File: src/rtl/pong_input_pkg.sv
// Shared definitions for the Pong paddle input path: FSM state encoding,
// default timing at 25 MHz, counter widths and a saturating-increment helper.
package pong_input_pkg;

  localparam int unsigned CNT_W        = 24;
  localparam int unsigned REPEAT_CNT_W = 8;

  // 500 ms and 100 ms at 25 MHz
  localparam int unsigned c_HOLD_DELAY_25M    = 12500000;
  localparam int unsigned c_REPEAT_PERIOD_25M = 2500000;

  typedef enum logic [1:0] {
    ST_IDLE   = 2'd0,
    ST_DELAY  = 2'd1,
    ST_REPEAT = 2'd2
  } state_e;

  // Increment that sticks at all-ones instead of wrapping
  function automatic logic [REPEAT_CNT_W-1:0] sat_inc(input logic [REPEAT_CNT_W-1:0] v);
    sat_inc = (&v) ? v : v + REPEAT_CNT_W'(1);
  endfunction

endpackage

File: src/rtl/switch_repeat_pulser.sv
// Turns a debounced switch level into paddle-step events: one press pulse,
// auto-repeat pulses while held, and a release pulse when let go.
// Ports:
//   i_CLK        system clock
//   i_RST        synchronous active-high reset
//   i_SW         debounced switch level, synchronous to i_CLK
//   o_PRESS      one-cycle pulse on accepted press
//   o_REPEAT     one-cycle pulse per auto-repeat
//   o_STEP       registered o_PRESS | o_REPEAT
//   o_RELEASE    one-cycle pulse on release of a held button
//   o_HELD       high while the FSM is not idle
//   o_REPEAT_CNT repeats since last press, saturating at 255
module switch_repeat_pulser
  import pong_input_pkg::*;
#(
  parameter int unsigned c_HOLD_DELAY    = c_HOLD_DELAY_25M,
  parameter int unsigned c_REPEAT_PERIOD = c_REPEAT_PERIOD_25M
) (
  input  logic                    i_CLK,
  input  logic                    i_RST,
  input  logic                    i_SW,
  output logic                    o_PRESS,
  output logic                    o_REPEAT,
  output logic                    o_STEP,
  output logic                    o_RELEASE,
  output logic                    o_HELD,
  output logic [REPEAT_CNT_W-1:0] o_REPEAT_CNT
);

  localparam logic [CNT_W-1:0] HOLD_TERM   = CNT_W'(c_HOLD_DELAY - 1);
  localparam logic [CNT_W-1:0] REPEAT_TERM = CNT_W'(c_REPEAT_PERIOD - 1);

  state_e                  state_q, state_d;
  logic                    prev_q, prev_d;
  logic [CNT_W-1:0]        count_q, count_d;
  logic [REPEAT_CNT_W-1:0] rep_cnt_q, rep_cnt_d;
  logic                    press_q, press_d;
  logic                    repeat_q, repeat_d;
  logic                    step_q, step_d;
  logic                    release_q, release_d;
  logic                    held_q, held_d;
  logic [CNT_W-1:0]        term_c;

  // Terminal count depends on whether we wait for the first repeat or the next one
  assign term_c = (state_q == ST_REPEAT) ? REPEAT_TERM : HOLD_TERM;

  // State and output registers
  always_ff @(posedge i_CLK) begin
    if (i_RST) begin
      state_q   <= ST_IDLE;
      prev_q    <= 1'b1;  // a switch held through reset must be released first
      count_q   <= '0;
      rep_cnt_q <= '0;
      press_q   <= 1'b0;
      repeat_q  <= 1'b0;
      step_q    <= 1'b0;
      release_q <= 1'b0;
      held_q    <= 1'b0;
    end else begin
      state_q   <= state_d;
      prev_q    <= prev_d;
      count_q   <= count_d;
      rep_cnt_q <= rep_cnt_d;
      press_q   <= press_d;
      repeat_q  <= repeat_d;
      step_q    <= step_d;
      release_q <= release_d;
      held_q    <= held_d;
    end
  end

  // Next-state and next-output logic
  always_comb begin
    state_d   = state_q;
    prev_d    = i_SW;
    count_d   = count_q;
    rep_cnt_d = rep_cnt_q;
    press_d   = 1'b0;
    repeat_d  = 1'b0;
    release_d = 1'b0;

    case (state_q)
      ST_IDLE: begin
        // A falling edge here only updates prev; release is reported only when held
        if (i_SW && !prev_q) begin
          press_d   = 1'b1;
          count_d   = '0;
          rep_cnt_d = '0;
          state_d   = ST_DELAY;
        end
      end
      ST_DELAY, ST_REPEAT: begin
        // Release takes priority over a terminal count in the same cycle
        if (!i_SW) begin
          release_d = 1'b1;
          count_d   = '0;
          state_d   = ST_IDLE;
        end else if (count_q == term_c) begin
          repeat_d  = 1'b1;
          count_d   = '0;
          rep_cnt_d = sat_inc(rep_cnt_q);
          state_d   = ST_REPEAT;
        end else begin
          count_d   = count_q + CNT_W'(1);
        end
      end
      default: begin
        count_d = '0;
        state_d = ST_IDLE;
      end
    endcase

    step_d = press_d | repeat_d;
    held_d = (state_d != ST_IDLE);
  end

  assign o_PRESS      = press_q;
  assign o_REPEAT     = repeat_q;
  assign o_STEP       = step_q;
  assign o_RELEASE    = release_q;
  assign o_HELD       = held_q;
  assign o_REPEAT_CNT = rep_cnt_q;

endmodule

File: config.mk
export PLATFORM = sky130hd
export DESIGN_NAME = switch_repeat_pulser
export DESIGN_NICKNAME = d
export VERILOG_FILES = /design/src/rtl/pong_input_pkg.sv /design/src/rtl/switch_repeat_pulser.sv
export SDC_FILE = /design/constraint.sdc
export NUM_CORES = 1
export LEC_CHECK = 0
export BUFFER_PORTS_ARGS = -buffer_cell sky130_fd_sc_hd__buf_2
export CORE_AREA = 2 2 71 73
export CTS_CLUSTER_SIZE = 30
export DETAILED_ROUTE_END_ITERATION = 10
export DIE_AREA = 0 0 73 75
export PLACE_DENSITY_LB_ADDON = 0.12
export SLEW_MARGIN = 20
export SYNTH_ARGS = -nofsm -noshare
export SYNTH_HDL_FRONTEND = slang
export SYNTH_SLANG_ARGS = --single-unit
File: constraint.sdc
create_clock -name i_CLK -period 3.3 [get_ports i_CLK]
set_clock_uncertainty 0.2 [all_clocks]
set_input_delay 0.495 -clock i_CLK [delete_from_list [all_inputs] [get_ports i_CLK]]
set_output_delay 0.495 -clock i_CLK [all_outputs]
set_load 0.1 [all_outputs]
# Word-level counts from Yosys, hierarchy flattened
# Index checks and enable logic that the tools add are counted.
[op_classes]
n_addsub = 2
mul = 0
n_div = 0
magnitude_cmp = 0
eq_ne = 7
n_shift = 0
mux = 20
bitwise_logic = 2
n_reduce_logical = 9
[ops]
columns = ["cell", "n"]
rows = [
  ["2-to-1 mux 24 bit", 4],
  ["one-hot mux 24 bit (2 select lines)", 1],
  ["2-to-1 mux 8 bit", 4],
  ["adder 24 x 1 -> 24 bit (second input constant)", 1],
  ["equality test 24 bit", 1],
  ["one-hot mux 8 bit (2 select lines)", 1],
  ["adder 8 x 1 -> 8 bit (second input constant)", 1],
  ["!= test 2 bit (second input constant)", 4],
  ["AND reduction 8 bit", 1],
  ["2-to-1 mux 1 bit", 6],
  ["2-to-1 mux 2 bit", 3],
  ["AND reduction 5 bit", 1],
  ["one-hot mux 2 bit (2 select lines)", 1],
  ["nonzero test 2 bit", 2],
  ["OR reduction 2 bit", 2],
  ["equality test 2 x 1 -> 1 bit (second input constant)", 1],
  ["equality test 2 bit (second input constant)", 1],
  ["logical NOT 2 bit", 1],
  ["logical AND 1 bit", 1],
  ["logical NOT 1 bit", 1],
  ["NOT 1 bit", 1],
  ["OR 1 bit", 1],
]
[word_totals]
reg_bits = 40
latchBits = 0
ram_bits = 0
rom_bits = 0
in_bits = 3
out_inout_bits = 13
elab_cells = 49
mem_count = 0

# Depth between registers and ports, before layout
[depth]
word_depth = 7
ltp_mapped = 8
ltp_nobuf = 7

# Least setup slack after synthesis
# Ideal clock, no wire load.
[synth_path]
path_type = "register to register"
start = "reg rep_cnt_q[1], in the netlist o_REPEAT_CNT[1]"
end = "reg rep_cnt_q[4], in the netlist o_REPEAT_CNT[4]"
setup_ps = 79
t_arrival_ps = 2220
t_required_ps = 3021
path_slack_ps = 801
path_stages_with_launch = 7
path_buffers = 0
period_less_slack_ps = 2499
path_cell_list = "dfxtp_1 -> ha_1 -> nand3_1 -> nor2_1 -> nor2_1 -> a211o_2 -> o211ai_1"
[synth_via]
elab_chain_len = 5
word_cells_on_any_way = 8
cone_classes = "add/sub (1); eq/ne (1); mux (4); reduce/logical (2)"
[synth_rtl]
columns = ["item", "line", "source"]
rows = [
  ["from (decl)", "switch_repeat_pulser.sv:36", "logic [REPEAT_CNT_W-1:0] rep_cnt_q, rep_cnt_d;"],
  ["from (signal assigned)", "switch_repeat_pulser.sv:63", "rep_cnt_q <= rep_cnt_d;"],
  ["adder 8 x 1 -> 8 bit", "pong_input_pkg.sv:20", "sat_inc = (&v) ? v : v + REPEAT_CNT_W'(1);"],
  ["2-to-1 mux 8 bit", "pong_input_pkg.sv:20", ""],
  ["2-to-1 mux 8 bit", "switch_repeat_pulser.sv:98", "end else if (count_q == term_c) begin"],
  ["2-to-1 mux 8 bit", "switch_repeat_pulser.sv:94", "if (!i_SW) begin"],
  ["one-hot mux 8 bit (2 select lines)", "switch_repeat_pulser.sv:82", "case (state_q)"],
]
# Several ways; a longest one is shown, not always the timed one. The select of a mux whose other input is x is not followed.
# A chain may end at the register's enable or synchronous reset.

# Final worst setup path
[layout_path]
start = "reg state_q[0]"
end = "reg count_q[0]"
[layout_via]
elab_chain_len = 6
word_cells_on_any_way = 10
cone_classes = "eq/ne (4); mux (4); reduce/logical (2)"
[layout_rtl]
columns = ["item", "line", "source"]
rows = [
  ["from (decl)", "switch_repeat_pulser.sv:33", "state_e state_q, state_d;"],
  ["from (signal assigned)", "switch_repeat_pulser.sv:60", "state_q <= state_d;"],
  ["equality test 2 bit", "switch_repeat_pulser.sv:45, switch_repeat_pulser.sv:82", ""],
  ["2-to-1 mux 24 bit", "switch_repeat_pulser.sv:45", "assign term_c = (state_q == ST_REPEAT) ? REPEAT_TERM : HOLD_TERM;"],
  ["equality test 24 bit", "switch_repeat_pulser.sv:98", ""],
  ["2-to-1 mux 24 bit", "switch_repeat_pulser.sv:98", ""],
  ["2-to-1 mux 24 bit", "switch_repeat_pulser.sv:94", ""],
  ["one-hot mux 24 bit (2 select lines)", "switch_repeat_pulser.sv:82", ""],
  ["to (signal assigned)", "switch_repeat_pulser.sv:62", "count_q <= count_d;"],
  ["to (decl)", "switch_repeat_pulser.sv:35", "logic [CNT_W-1:0] count_q, count_d;"],
]
# Several ways; a longest one is shown, not always the timed one.

==> summary.md <==
| Metric | Value |
|---|---|
| Core Util, Final | 0.4830 |
| Diode count | 0 |
| Initial DRC Count | between 80 and 90 |
| Layout cells sized above 1 | 0.1618 |
| DRC viols | 0 |
| Worst skew pair latency | ~0.30 ns |
| WL final | between 4000 and 5000 µm |
| CP arrival | 2.63 ns |
| #FFs+latches synth | 40 |
| Syn Nets | roughly 230 |
| Post-synth EDFFs | 0 |
| VDD IR max | between 200 and 250 µV |
| Reg2Reg Setup Slack | just over 0.6 ns |
| Largest family of logic cells by synthesized area | simple AND/OR/NAND/NOR gates |
| Drt pass-1 iters | 5 |
| Worst-Margin Slew | roughly 0.72 ns |
| Fin nets | around 250 |
| IO Count | 16 |
| CP max-delay cell | a211o_1 |
| Unrepaired setup endpoints after global routing | no |
| Hold Path End | o_RELEASE |
| Post-synth top cells | dfxtp_1, nor3_1, nand2_1, xor2_1, nand3_1 |
| Setup bufs post-CTS | 0 |
| Synth Area in Adders | 0.03051 |
| Setup CP Type | reg2reg |
| Pleak | approximately 0.79 nW |
| Count leader, synth | dfxtp_1 |
| Setup WS pre-CTS | 0.6548 ns |
| WL/cell | between 10 and 15 µm |
| Die Height | between 70 and 80 µm |
| Die footprint | between 0.005 and 0.006 mm² |
| Worst path max stage delay | around 0.37 ns |
| H-tree depth | 2 |
| Setup violators final | 0 |
| WHS Path Cells | 2 |
| Reg-to-reg endpoint | count_q[0] |
| Worst reg2reg startpoint | state_q[0] |
| Yosys cell types | 48 |
| Post-synthesis mux area share | 0.004881 |
| Core ar. | 0.004661 mm² |
| Worst Hold Class | in2reg |
| Vias per inst | between 5 and 6 |
| Initial antenna violation count | 0 |
| Pin count of the biggest net entering global routing | 36 |
| Synth area leader | dfxtp_1 |
| Area delta synth->final | 9.762% |
| Syn Area/Cell | about 9 µm² |
| Status | finished clean |
| Synth area leaders | dfxtp_1, xor2_1, nor3_1 |
| Synth Area in XOR/XNOR | 0.08969 |
| Reg2Reg Depth | 8 |
| Root Driver | clkbuf_8 |
| CP cell instances | inv_1, ha_1, nor4bb_1, o2111ai_1, a211o_1, a21oi_4, buf_4, nor3_1 |
| Cell area after synthesis | approximately 0.002 mm² |
| CTS sink cnt | 40 |
| Simple-Gate Fraction of Synth Area | 0.2923 |
| CP Capture Type | flop |
| Yosys warnings | 0 |
| Setup TNS | 0 ns |
| # fillers | approximately 450 |
| Final worst slack | approximately 0.62 ns |
| Final period util | 0.8115 |
| Relative slew slack | 0.5205 |
| TritonCTS buffer count | 5 |
| Resize count post-CTS | 0 |
| Vias in the first global route | 1537 |
| Post-synthesis cell count | between 200 and 250 |
| Multi-input gate area | between 0.001 and 0.0015 mm² |
| Fmax | 373.4 MHz |
| Max-cap violations | 0 |
| Detail Placement HPWL | 2944 µm |
| First-pass GRT wire length | between 7000 and 8000 µm |
| Grt ovf | 0 |
| Prevailing post-synth register cell | dfxtp_1 |
| Row count | 25 |
| Min Tclk post-route | between 2 and 3 ns |
| Worst setup SP type | flop |
| Max-slew violation count | 0 |
| Total track usage | 0.1699 |
| Peak fanout along the critical path | 15 |
| Hold_sp | i_SW |
| Port bufs | 15 |
| CTS clk-pin slew, worst paths | 0.08 ns |
| Initial Utilization | 0.4400 |
| P per Cell Area | 393.5 mW/mm² |
| Final Hold Viols | 0 |
| Seq/Total Area, Yosys | 0.3905 |
| Reg area | approximately 800 µm² |
| Top-area cell type share of the netlist area | 0.3905 |
| ANT nets after route | 0 |
| Die Wd | between 70 and 80 µm |
| Compound-gate portion of the synthesized area | 0.1623 |
| FFs w/ async S/R, synth | 0 |
| Worst Path Required | about 3.3 ns |
| Hold_buf cts | 0 |
| Vias | about 1700 |
| CTS tree | done |
| GP Congestion | approximately 0.79 |
| Max Buffers Root-to-Sink | 2 |
-- critical path: cells and delay by family, from the launching register on --
family,cells,cell delay (ns)
compound gates,3,0.98
fa+ha+maj,1,0.23
buf+inv,2,0.37
flops,1,0.35
simple gates,2,0.39
-- kinds of logic after synthesis --
logic type | count (synthesis)
buffers and inverters | 12
DFF | 40
muxes | 1
and+or+nand+nor | 105
AOI/OAI and AO/OA | 40
adders and majority gates | 5
xor gates and xnor gates | 21
-- routing by layer --
metal  routed length [µm]  track usage  vias to the layer above
li1                     -            -                      864
met2                 1796       0.2583                       28
met1                 2191       0.2414                      775
met3                  156      0.04150                        7
met4                   49      0.04527                        0
met5                    0            0                        -
-- flip-flops by register name, summed over array words and instances (netlist names) --
register / cells
o_STEP: 1
o_HELD: 1
o_REPEAT_CNT: 8
o_RELEASE: 1
count_q: 24
prev_q: 1
o_PRESS: 1
o_REPEAT: 1
state_q: 2
-- stage by stage --
step                      hold WS [ns]  total power, mW  std cells  cell area [µm²]
after floorplan                 0.2954           0.5475        224             2051
after global placement          0.2762           0.5566        287             2158
after detailed placement        0.2731           0.5563        287             2158
after CTS                       0.2550           0.8986        295             2251
final                           0.2521           0.8857        295             2251
after global routing            0.2677           0.9230        295             2251
-- cells in the final DEF (no fill, tap or decap), types with 4 or more instances in the layout --
| cell type | n |
|---|---|
| a21oi_1 | 6 |
| and2_1 | 4 |
| and3_1 | 5 |
| inv_1 | 5 |
| nor3_1 | 21 |
| clkbuf_8 | 6 |
| buf_2 | 15 |
| nand2_1 | 17 |
| dfxtp_1 | 40 |
| xnor2_1 | 4 |
| ha_1 | 5 |
| xor2_1 | 17 |
| nand4_1 | 10 |
| nor2b_1 | 4 |
| nand3_1 | 14 |
| o21ai_0 | 6 |
| nor2_1 | 11 |
| a31oi_1 | 7 |
-- power by group --
| group | internal [mW] | leakage (nW) | total (mW) | switching (mW) |
|---|---|---|---|---|
| clock | 0.167 | 0.0510 | 0.341 | 0.174 |
| combinational | 0.0143 | 0.420 | 0.0563 | 0.0419 |
| sequential | 0.486 | 0.323 | 0.489 | 0.00242 |
-- cell type report --
| cell class | instances | area share |
|---|---|---|
| Tap cell | 54 | 0.03002 |
| Sequential cell | 40 | 0.3558 |
| Multi-Input combinational cell | 172 | 0.5281 |
| Inverter | 5 | 0.008338 |
| Timing Repair Buffer | 16 | 0.03669 |
| Clock buffer | 6 | 0.03669 |
| Clock inverter | 2 | 0.004447 |
-- worst max path at each step --
stage                     depth (start not counted)               to  slack (ns)       startpoint
after floorplan                                   6  o_REPEAT_CNT[4]        0.80  o_REPEAT_CNT[1]
after global placement                            8       count_q[0]        0.71       state_q[0]
after detailed placement                          8       count_q[1]        0.65       state_q[0]
after CTS                                         8       count_q[1]        0.61       state_q[0]
after global routing                              8      count_q[12]        0.42       state_q[0]
final                                             8       count_q[0]        0.62       state_q[0]
No activity file was read; power rests on OpenSTA's default activity.
